`config.mk`:
```
export PLATFORM = sky130hd
export DESIGN_NAME = xctcmsg_channel_mailbox
export DESIGN_NICKNAME = d
export VERILOG_FILES = /design/src/rtl/xctcmsg_channel_mailbox.sv
export SDC_FILE = /design/constraint.sdc
export NUM_CORES = 1
export LEC_CHECK = 0
export CORE_ASPECT_RATIO = 0.8
export CORE_MARGIN = 2
export CORE_UTILIZATION = 45
export CTS_CLUSTER_DIAMETER = 200
export DETAILED_ROUTE_END_ITERATION = 12
export PLACE_DENSITY_LB_ADDON = 0.08
export SETUP_SLACK_MARGIN = 0.05
export SLEW_MARGIN = 20
export SYNTH_ARGS = -nofsm -noshare
export SYNTH_HDL_FRONTEND = slang
export SYNTH_SLANG_ARGS = --single-unit
```
`constraint.sdc`:
```
create_clock -name i_clk -period 12.4 [get_ports i_clk]
set_input_delay 3.1 -clock i_clk [delete_from_list [all_inputs] [get_ports i_clk]]
set_output_delay 3.1 -clock i_clk [all_outputs]
set_load 0.03 [all_outputs]
```
`src/rtl/xctcmsg_channel_mailbox.sv`:
```
// Multi-channel receive mailbox: per-channel message FIFOs filled from the network side and
// drained by a core-side request FSM (blocking receive, try, peek, occupancy query).
module xctcmsg_channel_mailbox #(
   parameter int unsigned NUM_CHANNELS = 4,
   parameter int unsigned DEPTH        = 4,
   parameter int unsigned DATA_WIDTH   = 64,
   localparam int unsigned CW = (NUM_CHANNELS > 1) ? $clog2(NUM_CHANNELS) : 1,
   localparam int unsigned NW = $clog2(DEPTH + 1)
) (
   input  logic                  i_clk,
   input  logic                  i_rst,
   input  logic                  i_flush,
   input  logic                  i_net_valid,
   output logic                  o_net_ready,
   input  logic [CW-1:0]         i_net_channel,
   input  logic [31:0]           i_net_source,
   input  logic [DATA_WIDTH-1:0] i_net_data,
   input  logic                  i_req_valid,
   output logic                  o_req_ready,
   input  logic [1:0]            i_req_mode,
   input  logic [CW-1:0]         i_req_channel,
   output logic                  o_rsp_valid,
   input  logic                  i_rsp_ready,
   output logic                  o_rsp_success,
   output logic [31:0]           o_rsp_source,
   output logic [DATA_WIDTH-1:0] o_rsp_data,
   output logic [15:0]           o_drop_count
);

   localparam int unsigned     PW       = (DEPTH > 1) ? $clog2(DEPTH) : 1;
   localparam logic [CW:0]     CH_LIM   = (CW + 1)'(NUM_CHANNELS);
   localparam logic [NW-1:0]   DEPTH_N  = NW'(DEPTH);
   localparam logic [PW-1:0]   LAST_PTR = PW'(DEPTH - 1);
   localparam logic [1:0]      MODE_RECV  = 2'd0;
   localparam logic [1:0]      MODE_TRY   = 2'd1;
   localparam logic [1:0]      MODE_AVAIL = 2'd3;

   typedef enum logic [1:0] {StIdle, StEval, StResp} state_e;

   logic [31:0]           r_src   [NUM_CHANNELS][DEPTH];
   logic [DATA_WIDTH-1:0] r_data  [NUM_CHANNELS][DEPTH];
   logic [PW-1:0]         r_head  [NUM_CHANNELS];
   logic [PW-1:0]         r_tail  [NUM_CHANNELS];
   logic [NW-1:0]         r_count [NUM_CHANNELS];

   state_e                r_state;
   logic [1:0]            r_mode;
   logic [CW-1:0]         r_chan;
   logic                  r_rsp_valid;
   logic                  r_rsp_success;
   logic [31:0]           r_rsp_source;
   logic [DATA_WIDTH-1:0] r_rsp_data;
   logic [15:0]           r_drop;

   logic                    w_net_ok;
   logic [CW-1:0]           w_net_idx;
   logic                    w_push;
   logic                    w_req_ok;
   logic [CW-1:0]           w_req_idx;
   logic                    w_empty;
   logic                    w_pop;
   logic [NUM_CHANNELS-1:0] w_push_ch;
   logic [NUM_CHANNELS-1:0] w_pop_ch;

   function automatic logic [PW-1:0] ptr_inc(input logic [PW-1:0] p);
      return (p == LAST_PTR) ? '0 : p + PW'(1);
   endfunction

   // Out-of-range channels are folded onto index 0 only to keep array reads in bounds.
   assign w_net_ok    = {1'b0, i_net_channel} < CH_LIM;
   assign w_net_idx   = w_net_ok ? i_net_channel : '0;
   assign o_net_ready = !w_net_ok || (r_count[w_net_idx] < DEPTH_N);
   assign w_push      = i_net_valid && w_net_ok && (r_count[w_net_idx] < DEPTH_N);

   assign w_req_ok  = {1'b0, r_chan} < CH_LIM;
   assign w_req_idx = w_req_ok ? r_chan : '0;
   assign w_empty   = (r_count[w_req_idx] == '0);
   assign w_pop     = (r_state == StEval) && !i_flush && w_req_ok && !w_empty &&
                      ((r_mode == MODE_RECV) || (r_mode == MODE_TRY));

   always_comb begin
      w_push_ch = '0;
      w_pop_ch  = '0;
      for (int c = 0; c < NUM_CHANNELS; c++) begin
         w_push_ch[c] = w_push && (w_net_idx == CW'(c));
         w_pop_ch[c]  = w_pop && (w_req_idx == CW'(c));
      end
   end

   always_ff @(posedge i_clk) begin
      if (w_push) begin
         r_src[w_net_idx][r_tail[w_net_idx]]  <= i_net_source;
         r_data[w_net_idx][r_tail[w_net_idx]] <= i_net_data;
      end
   end

   always_ff @(posedge i_clk) begin
      if (i_rst) begin
         for (int c = 0; c < NUM_CHANNELS; c++) begin
            r_head[c]  <= '0;
            r_tail[c]  <= '0;
            r_count[c] <= '0;
         end
         r_drop <= '0;
      end else begin
         for (int c = 0; c < NUM_CHANNELS; c++) begin
            if (w_push_ch[c]) r_tail[c] <= ptr_inc(r_tail[c]);
            if (w_pop_ch[c])  r_head[c] <= ptr_inc(r_head[c]);
            case ({w_push_ch[c], w_pop_ch[c]})
               2'b10:   r_count[c] <= r_count[c] + NW'(1);
               2'b01:   r_count[c] <= r_count[c] - NW'(1);
               default: r_count[c] <= r_count[c];
            endcase
         end
         if (i_net_valid && !w_net_ok && (r_drop != 16'hFFFF)) r_drop <= r_drop + 16'd1;
      end
   end

   always_ff @(posedge i_clk) begin
      if (i_rst) begin
         r_state       <= StIdle;
         r_mode        <= '0;
         r_chan        <= '0;
         r_rsp_valid   <= 1'b0;
         r_rsp_success <= 1'b0;
         r_rsp_source  <= '0;
         r_rsp_data    <= '0;
      end else if (i_flush) begin
         r_state     <= StIdle;
         r_rsp_valid <= 1'b0;
      end else begin
         unique case (r_state)
            StIdle: begin
               if (i_req_valid) begin
                  r_mode  <= i_req_mode;
                  r_chan  <= i_req_channel;
                  r_state <= StEval;
               end
            end
            StEval: begin
               if (!w_req_ok) begin
                  r_rsp_success <= 1'b0;
                  r_rsp_source  <= '0;
                  r_rsp_data    <= '0;
                  r_rsp_valid   <= 1'b1;
                  r_state       <= StResp;
               end else if (r_mode == MODE_AVAIL) begin
                  r_rsp_success <= 1'b1;
                  r_rsp_source  <= '0;
                  r_rsp_data    <= DATA_WIDTH'(r_count[w_req_idx]);
                  r_rsp_valid   <= 1'b1;
                  r_state       <= StResp;
               end else if (w_empty) begin
                  // Blocking receive parks here until the channel count goes non-zero.
                  if (r_mode != MODE_RECV) begin
                     r_rsp_success <= 1'b0;
                     r_rsp_source  <= '0;
                     r_rsp_data    <= '0;
                     r_rsp_valid   <= 1'b1;
                     r_state       <= StResp;
                  end
               end else begin
                  r_rsp_success <= 1'b1;
                  r_rsp_source  <= r_src[w_req_idx][r_head[w_req_idx]];
                  r_rsp_data    <= r_data[w_req_idx][r_head[w_req_idx]];
                  r_rsp_valid   <= 1'b1;
                  r_state       <= StResp;
               end
            end
            StResp: begin
               if (i_rsp_ready) begin
                  r_rsp_valid <= 1'b0;
                  r_state     <= StIdle;
               end
            end
            default: r_state <= StIdle;
         endcase
      end
   end

   assign o_req_ready   = (r_state == StIdle);
   assign o_rsp_valid   = r_rsp_valid;
   assign o_rsp_success = r_rsp_success;
   assign o_rsp_source  = r_rsp_source;
   assign o_rsp_data    = r_rsp_data;
   assign o_drop_count  = r_drop;

endmodule

```
# == Word-level counts from Yosys, hierarchy flattened ==
# Memories as Yosys holds them, arrays and structs flattened. A register that Yosys moved wholly into a read port is not among the register bits.
# Cells that the tools add are included.
# word_totals
register_bits,104
ramBits,1564
in_bits,108
out_inout_bits,116
wordCells,248
memories,5
# memory_table
memory,depth,width,rd,rd_ports_with_merged_regs,wr,line_no,text
r_data,4,256,1,1,1,41,logic [DATA_WIDTH-1:0] r_data [NUM_CHANNELS][DEPTH];
r_src,4,128,1,1,1,40,logic [31:0] r_src [NUM_CHANNELS][DEPTH];
r_count,4,3,6,1,4,44,logic [NW-1:0] r_count [NUM_CHANNELS];
r_head,4,2,5,1,4,42,logic [PW-1:0] r_head [NUM_CHANNELS];
r_tail,4,2,5,0,4,43,logic [PW-1:0] r_tail [NUM_CHANNELS];
# op_classes
add_sub_neg,16
magnitude_cmp,4
n_eq_ne,30
mux,131
n_bitwise,23
reduce_logical,32
# ops
cell,count
2-to-1 mux 64 bit,6
2-to-1 mux 256 bit,1
2-to-1 mux 32 bit,6
binary-select mux 64 bit (select 2 bit),1
demux 64 bit (select 2 bit),1
2-to-1 mux 128 bit,1
2-to-1 mux 1 bit,70
binary-select mux 32 bit (select 2 bit),1
demux 32 bit (select 2 bit),1
2-to-1 mux 2 bit,29
"equality test 2 bit, second input constant",18
2-to-1 mux 3 bit,12
OR 1 bit,20
"adder 2 x 1 -> 2 bit, second input constant",8
"equality test 2 x 1 -> 1 bit, second input constant",8
logical AND 1 bit,13
"adder 3 x 1 -> 3 bit, second input constant",4
AND reduction 3 bit,4
"subtractor 3 x 1 -> 3 bit, second input constant",4
OR reduction 2 bit,5
zero test 2 bit,4
"greater-or-equal comparator 3 bit, second input constant",2
NOT 2 -> 3 bit,2
case mux 2 bit (3 select lines),1
other kinds (11),14

# == Logic depth before layout (Yosys ltp) ==
# Gate-level depths: netlist (run 1).
# depth
ltp_word,12
ltp_mapped,14
depth_no_buf,14

# == Least setup slack after synthesis (run 1) ==
# OpenSTA, ideal clock, no wires.
# synth_timing
path_kind,input-to-reg
startpoint,input port i_net_channel[0]
endpoint,"memory r_data[0][192] (netlist bit), enable pin"
setup_time_ps,668
arrival_ps,10985
required_ps,11732
setup_slack_ps,747
cell_stages,4
n_path_buf,1
path_cell_list,buf_1 mux4_2 or3b_2 nor3_1
# synth_via
elab_chain_len,7
word_cells_on_any_way,12
cone_classes,order compare (3); mux (4); bitwise (1); reduce/logical (2); memory (2)
# synth_lines
element,line_no,text
"start, declared",15,"input logic [CW-1:0] i_net_channel,"
memory read (4 x 2 bit),n/a,
NOT 2 -> 3 bit (not written as such),93,r_data[w_net_idx][r_tail[w_net_idx]] <= i_net_data;
greater-or-equal comparator 3 bit (not written as such) / less-than comparator 3 x 1 -> 1 bit (equally long branches),93,
logical AND 1 bit (not written as such),93,
2-to-1 mux 64 bit (not written as such),93,
demux 64 bit (select 2 bit),93,
2-to-1 mux 256 bit (not written as such),93,
"end, declared",41,
# Several ways; a longest one is shown, not always the timed one.

# == Worst setup path in the final report (run 1) ==
# layout_timing
startpoint,input port i_net_channel[0]
endpoint,output port o_net_ready
# layout_via
elab_chain_len,2
# layout_lines
element,line_no,text
memory read (4 x 3 bit),n/a,
less-than comparator 3 bit,72,assign o_net_ready = !w_net_ok || (r_count[w_net_idx] < DEPTH_N);
"end, declared",14,"output logic o_net_ready,"
# No other way between the ends.

==> flow_metrics.tcl, run 1 <==
set metrics [dict create \
    path_max_fanout 12 \
    synth_area_leader_cell "edfxtp_1" \
    status "completed" \
    place_congestion 0.7442 \
    h-tree-depth 4 \
    synthTopCellsByArea "edfxtp_1 (74%), mux4_2 (14%), dfxtp_1 (3.3%)" \
    grt_pass1_vias 31765 \
    critPathCapture "o_net_ready" \
    cp-end-kind "output pin" \
    hold_path_class "flop to flop" \
    synthCells 2920 \
    layout-drive-gt1-share 0.2227 \
    overflow 0 \
    async_reset_ff_frac 0 \
    numCtsBuffers 166 \
    first_iter_violations 2495 \
    max_freq_mhz 119.4 \
    rr_endpoint "o_rsp_data[53]" \
    netlist_area_um2 63790 \
    fin_worst_skew_ps 26.72 \
    crit_required_ps 9300 \
    layout.nets 3323 \
    io_buffer_count 207 \
    via_count 29974 \
    ys_top_cells_by_count "edfxtp_1 (1,564), mux4_2 (391), nand2_1 (205), mux2i_1 (202), dfxtp_1 (106)" \
    hpwlAfterDp_um 77120 \
    cap_viol_max_count 0 \
    worst_setup_path_start_kind "input pin" \
    wirelength_um 149200 \
    die_h_um 340.8 \
    viasPerCell 5.748 \
    grt_max_degree 142 \
    yosysMostFrequentCell "edfxtp_1" \
    synth_cell_types 46 \
    ys_warn_count 0 \
    drc 0 \
    hold_ws_ps 458.2 \
    cts_sinks 1670 \
    cpMostUsedCell "clkdlybuf4s50_1" \
    leakage_nw 23.05 \
    io_pins 224 \
    cp.depth 4 \
    die_w_um 424.9 \
    cp_slowest_stage_delay_ps 830 \
    finalMaxSlewViolations 0 \
    power_density_nw_per_um2 163.4 \
    dieArea_um2 144800 \
    critPathArrivalTime_ps 5280 \
    tightest_slew_ps 1118 \
    rows 123 \
    crit_family "buffers and inverters" \
    period_share 0.6755 \
    clock_latency_ps 810 \
    worst-path-buf-inv 3 \
    setup_viol 0 \
    hold_viol 0 \
    dr.pass1.iters 5 \
    drt.antenna.violating_nets 0 \
    path_clk_slew_ps 70 \
    crit_chain "clkdlybuf4s50_1 > mux4_2 > inv_1 > clkdlybuf4s50_1" \
    synth_edf_count 1564 \
    worstSetupPathType "input pin to output pin" \
    rsz0062_at_grt "false" \
    slowest_stage "clkdlybuf4s50_1" \
    clk_path_buf_depth 3 \
    critPathLaunch "i_net_channel[0]" \
    setup-tns-final_ps 0 \
    antenna_found_initial 10 \
    post-cts-setup-buffer-count 0 \
    grt_pass1_wl_um 218100 \
    relSlewSlack 0.2549 \
    period_minus_slack_ps 8376 \
    holdBufCountCts 0 \
    initial_core_util 0.4535 \
    synth_seq_cells 1670 \
    r2r_cells 6 \
    cts_tree "done" \
    ir_drop_mv 0.1761 \
    post_drt_wl_per_cell_um 28.61 \
    synth.avg_cell_area_um2 21.85 \
    grt_usage 0.2080 \
    area_delta_synth_final_pct 15.47 \
    rrSetupSlack_ps 7580 \
    cts-root-buf "clkbuf_16" \
    post_cts_resized 0 \
    synth_top_area_share 0.7363 \
    core_area_um2 140700 \
    synth_ff_type "edfxtp_1" \
    seq_area_frac_synth 0.7695 \
]
[per-stage QoR]
step	total power (W)	setup WS, ps	instances	instance area (µm²)	utilization
2_1_floorplan	0.006798	746.6	2935	63850	-
3_3_place_gp	0.007063	3952	4895	68020	0.4836
3_5_place_dp	0.007079	3990	4895	68020	0.4836
4_1_cts	0.01217	3987	5209	73600	0.5232
5_1_grt	0.01242	3902	5213	73650	0.5236
6_report	0.01204	4024	5215	73660	0.5237
[worst min-delay path by stage]
| stage | from | end | slack, ps | depth (start not counted) |
|---|---|---|---|---|
| 6_report | o_rsp_success | o_rsp_success | 460 | 2 |
| 5_1_grt | o_rsp_success | o_rsp_success | 480 | 2 |
| 4_1_cts | o_rsp_success | o_rsp_success | 460 | 2 |
| 3_5_place_dp | o_rsp_success | o_rsp_success | 450 | 2 |
| 3_3_place_gp | o_rsp_success | o_rsp_success | 450 | 2 |
| 2_1_floorplan | r_state[1] | r_state[1] | 450 | 2 |
[layout make-up]
type / count / area [µm²]
fillers: 10995 / 67000
flip-flops and latches: 1670 / 49090
multi-input cells: 1066 / 13910
clock buffers: 227 / 4614
repair buffers: 262 / 2634
well taps: 1875 / 2346
clock inverters: 87 / 960.9
inverters: 24 / 90.09
diodes: 4 / 10.01
[layout by cell type (no fill, tap or decap), drive strengths merged, types with 4 or more instances in the layout]
cell type      count
nand2            205
dfxtp            106
a21oi              4
nor4b              4
mux4             391
clkinv            57
nor4              10
nor3              15
a21o               4
nor2              32
inv               35
clkdlybuf4s50    207
o211ai             4
o21ai             10
or3b               4
clkbuf           227
buf               55
a32o              93
edfxtp          1564
diode              4
mux2               5
nand2b             4
bufinv            16
mux2i            202
conb              16
ha                25
nor3b              6
[cell families (layout without fill, tap and decap cells)]
| family | count (synthesis) | in the layout | share of synthesized area |
|---|---|---|---|
| AO/OA/AOI/OAI | 126 | 126 | 0.01852 |
| XOR/XNOR | 6 | 6 | 0.0008240 |
| adder cells (fa/ha/maj) | 25 | 25 | 0.004904 |
| buffers and inverters | 199 | 600 | 0.01542 |
| flip-flops | 1670 | 1670 | 0.7695 |
| multiplexers | 598 | 598 | 0.1706 |
| other | 1 | 20 | 0.00005879 |
| AND/OR/NAND/NOR | 295 | 295 | 0.02012 |
[state kept, by name, summed over array words and instances, names as in the netlist, named ones only]
name and flops:
r_data 1024, r_src 512, o_rsp_data 64, o_rsp_source 32, r_count 12, r_head 8, r_tail 8, r_chan 2
r_mode 2, r_state 2, o_rsp_success 1, o_rsp_valid 1
[per-layer routing]
metal	up-vias	global-route usage	part of all wire
li1	12716	-	-
met1	16290	0.2866	0.43
met2	765	0.3456	0.50
met3	195	0.03436	0.045
met4	8	0.05681	0.020
met5	-	0	0.00031
[power breakdown]
part	total [W]	internal [W]	switching (W)
logic	0.000662	0.000257	0.000405
registers	0.00629	0.00625	0.0000380
clock network	0.00509	0.00296	0.00213
[tightest hold or removal path, cell delays in order (launching register included)]
cell and delay [ps]:
dfxtp_1 310, nand2_1 50, a21oi_1 50
Note: power is estimated with default switching activity, not from simulation.
==> run 2, diff against run 1 <==
- clock period: 12.4 -> 7.3 ns (I/O delays scaled with it)
==> run 2 against run 1 <==
Design area hardly changed. First-iteration DRC count is 12% lower. Flip-flop and latch count stayed put. Combinational power is 68% higher. Clock power is 63% higher. Critical path depth stayed put. Worst hold slack better by 12 ps. Wire length is 2.9% lower. Sequential power is 70% higher. Die area stayed put. Register-to-register slack worse by 4400 ps.
==> flow_metrics.tcl, run 2 (synthesis gave the netlist of run 1 again) <==
set metrics [dict create \
    tightest_slew_ps 1110 \
    grt_util_met1 0.2696 \
    post_cts_resized 0 \
    core_area_um2 140700 \
    mostFrequentLayoutCells "edfxtp_1 (1,564), mux4_2 (390), clkdlybuf4s50_1 (207)" \
    hold_depth 1 \
    dieArea_um2 144800 \
    clk_path_buf_depth 3 \
    overflow 0 \
    status "completed" \
    hold_viol 0 \
    period_share 0.8029 \
    place_congestion 0.7270 \
    critPathArrivalTime_ps 4040 \
    drc 0 \
    period_minus_slack_ps 5861 \
    grt_pass1_vias 31499 \
    h-tree-depth 4 \
    layout.nets 3327 \
    final_area_um2 73640 \
    largest_reg_flops 1024 \
    use_met2 0.3422 \
    ir_drop_mv 0.2717 \
    finalMaxSlewViolations 0 \
    post_drt_wl_per_cell_um 27.81 \
    area_delta_synth_final_pct 15.45 \
    rsz0062_at_grt "false" \
    fill_cells 10967 \
    grt_busiest_layer "met2" \
    io_buffer_count 207 \
    cts-root-buf "clkbuf_16" \
    layout-drive-gt1-share 0.2164 \
    initial_core_util 0.4535 \
    hold_path_class "flop to flop" \
    cp-end-kind "output pin" \
    wirelength_um 144900 \
    relSlewSlack 0.2597 \
    antenna_found_initial 13 \
    worst_setup_path_start_kind "input pin" \
    p_sw_w 0.004328 \
    cap_viol_max_count 0 \
    hpwlAfterDp_um 72350 \
    dr.pass1.iters 5 \
    post-cts-setup-buffer-count 0 \
    crit_required_ps 5480 \
    path_clk_slew_ps 60 \
    clock_latency_ps 810 \
    internal_power_w 0.01577 \
    final_util 0.5235 \
    first_iter_violations 2190 \
    grt_usage 0.2010 \
    path_max_fanout 12 \
    numCtsBuffers 165 \
    grt_util_met3 0.03284 \
    finalPower_w 0.02010 \
    grt_max_degree 156 \
    setup-tns-final_ps 0 \
    max_freq_mhz 170.6 \
    viasPerCell 5.706 \
    die_h_um 340.8 \
    fin_worst_skew_ps 32.34 \
    p_comb_frac 0.055 \
    seq_power_share 0.531 \
    worstSetupPathType "input pin to output pin" \
    die_w_um 424.9 \
    io_pins 224 \
    setup_viol 0 \
    via_count 29725 \
    swShare 0.2153 \
    holdBufCountCts 0 \
    rows 123 \
    pwr-share-clk 0.414 \
    r2r_cells 12 \
    grt_pass1_wl_um 212500 \
    drt.antenna.violating_nets 0 \
    layout_setup_ws_ps 1439 \
    power_density_nw_per_um2 273.0 \
    final_common_cell "edfxtp_1" \
    cts_tree "done" \
    cts_sinks 1670 \
    place_area_um2 68340 \
    leakage_nw 22.97 \
    post-place-ws_ps 1410 \
]
-- run 2: worst max-delay path, cell delays in order --
cell             delay [ps]
clkdlybuf4s50_1         860
mux4_2                  590
inv_1                    80
clkdlybuf4s50_1         670
-- run 2: layout make-up --
| type | instances | area, µm² | area share |
|---|---|---|---|
| timing repair buffer | 267 | 2902 | 0.03940 |
| clock inverter | 96 | 923.4 | 0.01254 |
| clock buffer | 209 | 4367 | 0.05930 |
| antenna | 2 | 5.005 | 0.00006796 |
| sequential | 1670 | 49090 | 0.6667 |
| multi-input combinational | 1066 | 13920 | 0.1890 |
| inverter | 24 | 90.09 | 0.001223 |
| tap | 1875 | 2346 | 0.03186 |
-- run 2: metal layers --
layer | routed length [µm] | vias up
li1 | - | 12730
met1 | 61880 | 16110
met2 | 73760 | 663
met3 | 6152 | 216
met4 | 3031 | 6
met5 | 40 | -
-- run 2: final timing paths --
| kind | from | end | slack, ps |
|---|---|---|---|
| max reg2reg | flop | r_count[2][2] | 3230 |
| min | o_rsp_source[1] | o_rsp_source[1] | 470 |
| min reg2reg | o_rsp_source[1] | o_rsp_source[1] | 470 |
| max | i_net_channel[0] | o_net_ready | 1440 |
-- run 2: through the flow --
stage	std cells	hold slack, ps
2_1_floorplan	2935	451.5
3_3_place_gp	4902	451.8
3_5_place_dp	4902	460.4
4_1_cts	5207	474.8
5_1_grt	5209	490.4
6_report	5209	469.9
-- run 2: power by group through the flow --
stage / Combinational (W) / Sequential [W] / Clock, W
2_1_floorplan: 0.000654 / 0.0109 / 0
3_3_place_gp: 0.00111 / 0.0109 / 0
3_5_place_dp: 0.00114 / 0.0109 / 0
4_1_cts: 0.00114 / 0.0107 / 0.00853
5_1_grt: 0.00120 / 0.0107 / 0.00889
6_report: 0.00111 / 0.0107 / 0.00832
==> variant, RTL diff (settings of run 2) <==
Change the parameter `DATA_WIDTH` from 64 to 56.
--- a/src/rtl/xctcmsg_channel_mailbox.sv
+++ b/src/rtl/xctcmsg_channel_mailbox.sv
@@ -3,7 +3,7 @@
 module xctcmsg_channel_mailbox #(
    parameter int unsigned NUM_CHANNELS = 4,
    parameter int unsigned DEPTH        = 4,
-   parameter int unsigned DATA_WIDTH   = 64,
+   parameter int unsigned DATA_WIDTH   = 56,
    localparam int unsigned CW = (NUM_CHANNELS > 1) ? $clog2(NUM_CHANNELS) : 1,
    localparam int unsigned NW = $clog2(DEPTH + 1)
 ) (
Ports: changed (resized i_net_data and o_rsp_data); port bits go from 224 to 208. No check against the original RTL was run, so the function may have changed too.
==> variant against run 2 <==
- critical path depth unchanged
- register-to-register slack better by 0.06 ns
- area after synthesis down 8.1%
- power down 6.4%
- routed wire length down 6.1%
- hold slack worse by 0.0028 ns
- sequential cell count down 136
- synthesized cell count down 7.5%
- design area down 7.6%
- setup slack worse by 0.021 ns
==> variant: results (changes against run 2) <==
- Rel. slew slack: 26.2% (+0.25 points)
- DR WL met3: 6660 um (+8.3%)
- TritonCTS Buffers: 153 (-7.3%)
- Commonest cells post-synth: 1436 x edfxtp_1, 359 x mux4_2, 189 x nand2_1
- # port buffers: 191 (-7.7%)
- Compound-Gate Fraction of Synth Area: 1.84% (-0.012 points)
- Clock network area share: 7.50% (+0.32 points)
- Nets: 3078 (-7.5%)
- Vias in the first global route: 29500 (-6.2%)
- Leakage power: 21.2 nW (-7.5%)
- Hold Crit Depth: 2 (+1)
- Status: finished clean
- Seq/Total Area, Yosys: 76.9% (about the same)
- GPL Wtd Cong: 0.745 (+2.4%)
- WL met2: 67400 um (-8.6%)
- GRT met3 Usage: 3.63% (+0.35 points)
- Wire per inst: 28.2 um (+1.4%)
- Placement Cell Area: 62900 um2 (-8.0%)
- DP HPWL: 67900 um (-6.1%)
- Clk root buf: clkbuf_16
- Clock sink count: 1534 (-8.1%)
- Met2 Track Usage GR: 34.1% (-0.13 points)
- Peak VDD IR: 253 uV (-6.9%)
- Hold WS: 0.467 ns (-0.00275 ns)
- Adder-cell share of the synthesized area: 0.533% (+0.043 points)
- Setup slack at placement: 1.39 ns (-0.0154 ns)
- Max reg flops: 896 (-13%)
- Hold path startpoint: o_rsp_success$_SDFFE_PP0P_
- Reg2Reg Depth: 7 (-5)
- Max incr delay on CP: 0.84 ns (-0.02 ns)
- Hold EP: o_rsp_success$_SDFFE_PP0P_
- PD cells: 277 nW/um2 (+1.3%)
- Core area: 129000 um2 (-8.1%)
- Comb_multi_in: 994 (-6.8%)
- Signal buf overhead: 3.98% (+0.039 points)
- Cell variety after synth: 44 (-4.3%)
- Initial DRC Count: 2295 (+4.8%)
- First-pass GRT wire length: 200000 um (-5.9%)
- Drt total wl: 136000 um (-6.1%)
- DRT met1 WL: 59300 um (-4.2%)
- Fill cells: 10200 (-7.4%)
- Multi-input combinational area share: 18.9% (about the same)
- PostCTS Resize Cnt: 0 (unchanged)
- Minimum setup slack among reg-to-reg paths: 3.29 ns (+0.06 ns)
- Multiplexer share of the synthesized area: 17.1% (about the same)
- Share of cells above drive strength 1: 22.1% (+0.45 points)
- Antenna violations before repair: 11 (-2)
- Worst r2r dst: o_rsp_data[24]$_SDFFE_PP0P_
- Largest net degree at the start of global routing: 119 (-24%)
- Met1 Use GR: 28.1% (+1.1 points)
- WP data arrival: 4.06 ns (+0.02 ns)
- Post-Syn Instances: 2700 (-7.5%)
- Dpl cells: 4536 (-7.5%)
- GR Util All Layers: 20.5% (+0.44 points)
- DR pass1 iterations: 6 (+1)
variant: changes by cell type in the layout (fill, tap and decap cells not counted), moves of 16 or more:
cell	run 2	this run
mux4_2	390	358
clkdlybuf4s50_1	207	191
nand2_1	205	189
clkinv_1	42	20
mux2i_1	201	185
edfxtp_1	1564	1436
variant: power by group:
group	switching (mW)	internal, mW
clock network	3.30	4.67
logic	0.630	0.411
registers	0.0592	9.75
total	3.99	14.8
variant: worst max path at each step:
stage                                 from                       end  depth (start not counted)
after floorplan           i_net_channel[0]  r_data[0][100]$_DFFE_PP_                          4
after global placement    i_net_channel[0]               o_net_ready                          4
after detailed placement  i_net_channel[0]               o_net_ready                          4
after CTS                 i_net_channel[0]               o_net_ready                          4
after global routing      i_net_channel[0]               o_net_ready                          4
final                     i_net_channel[0]               o_net_ready                          4
variant: critical path, delay by kind of cell:
kind	cells	cell delay [ns]
muxes	1	0.64
buffers and inverters	3	1.59
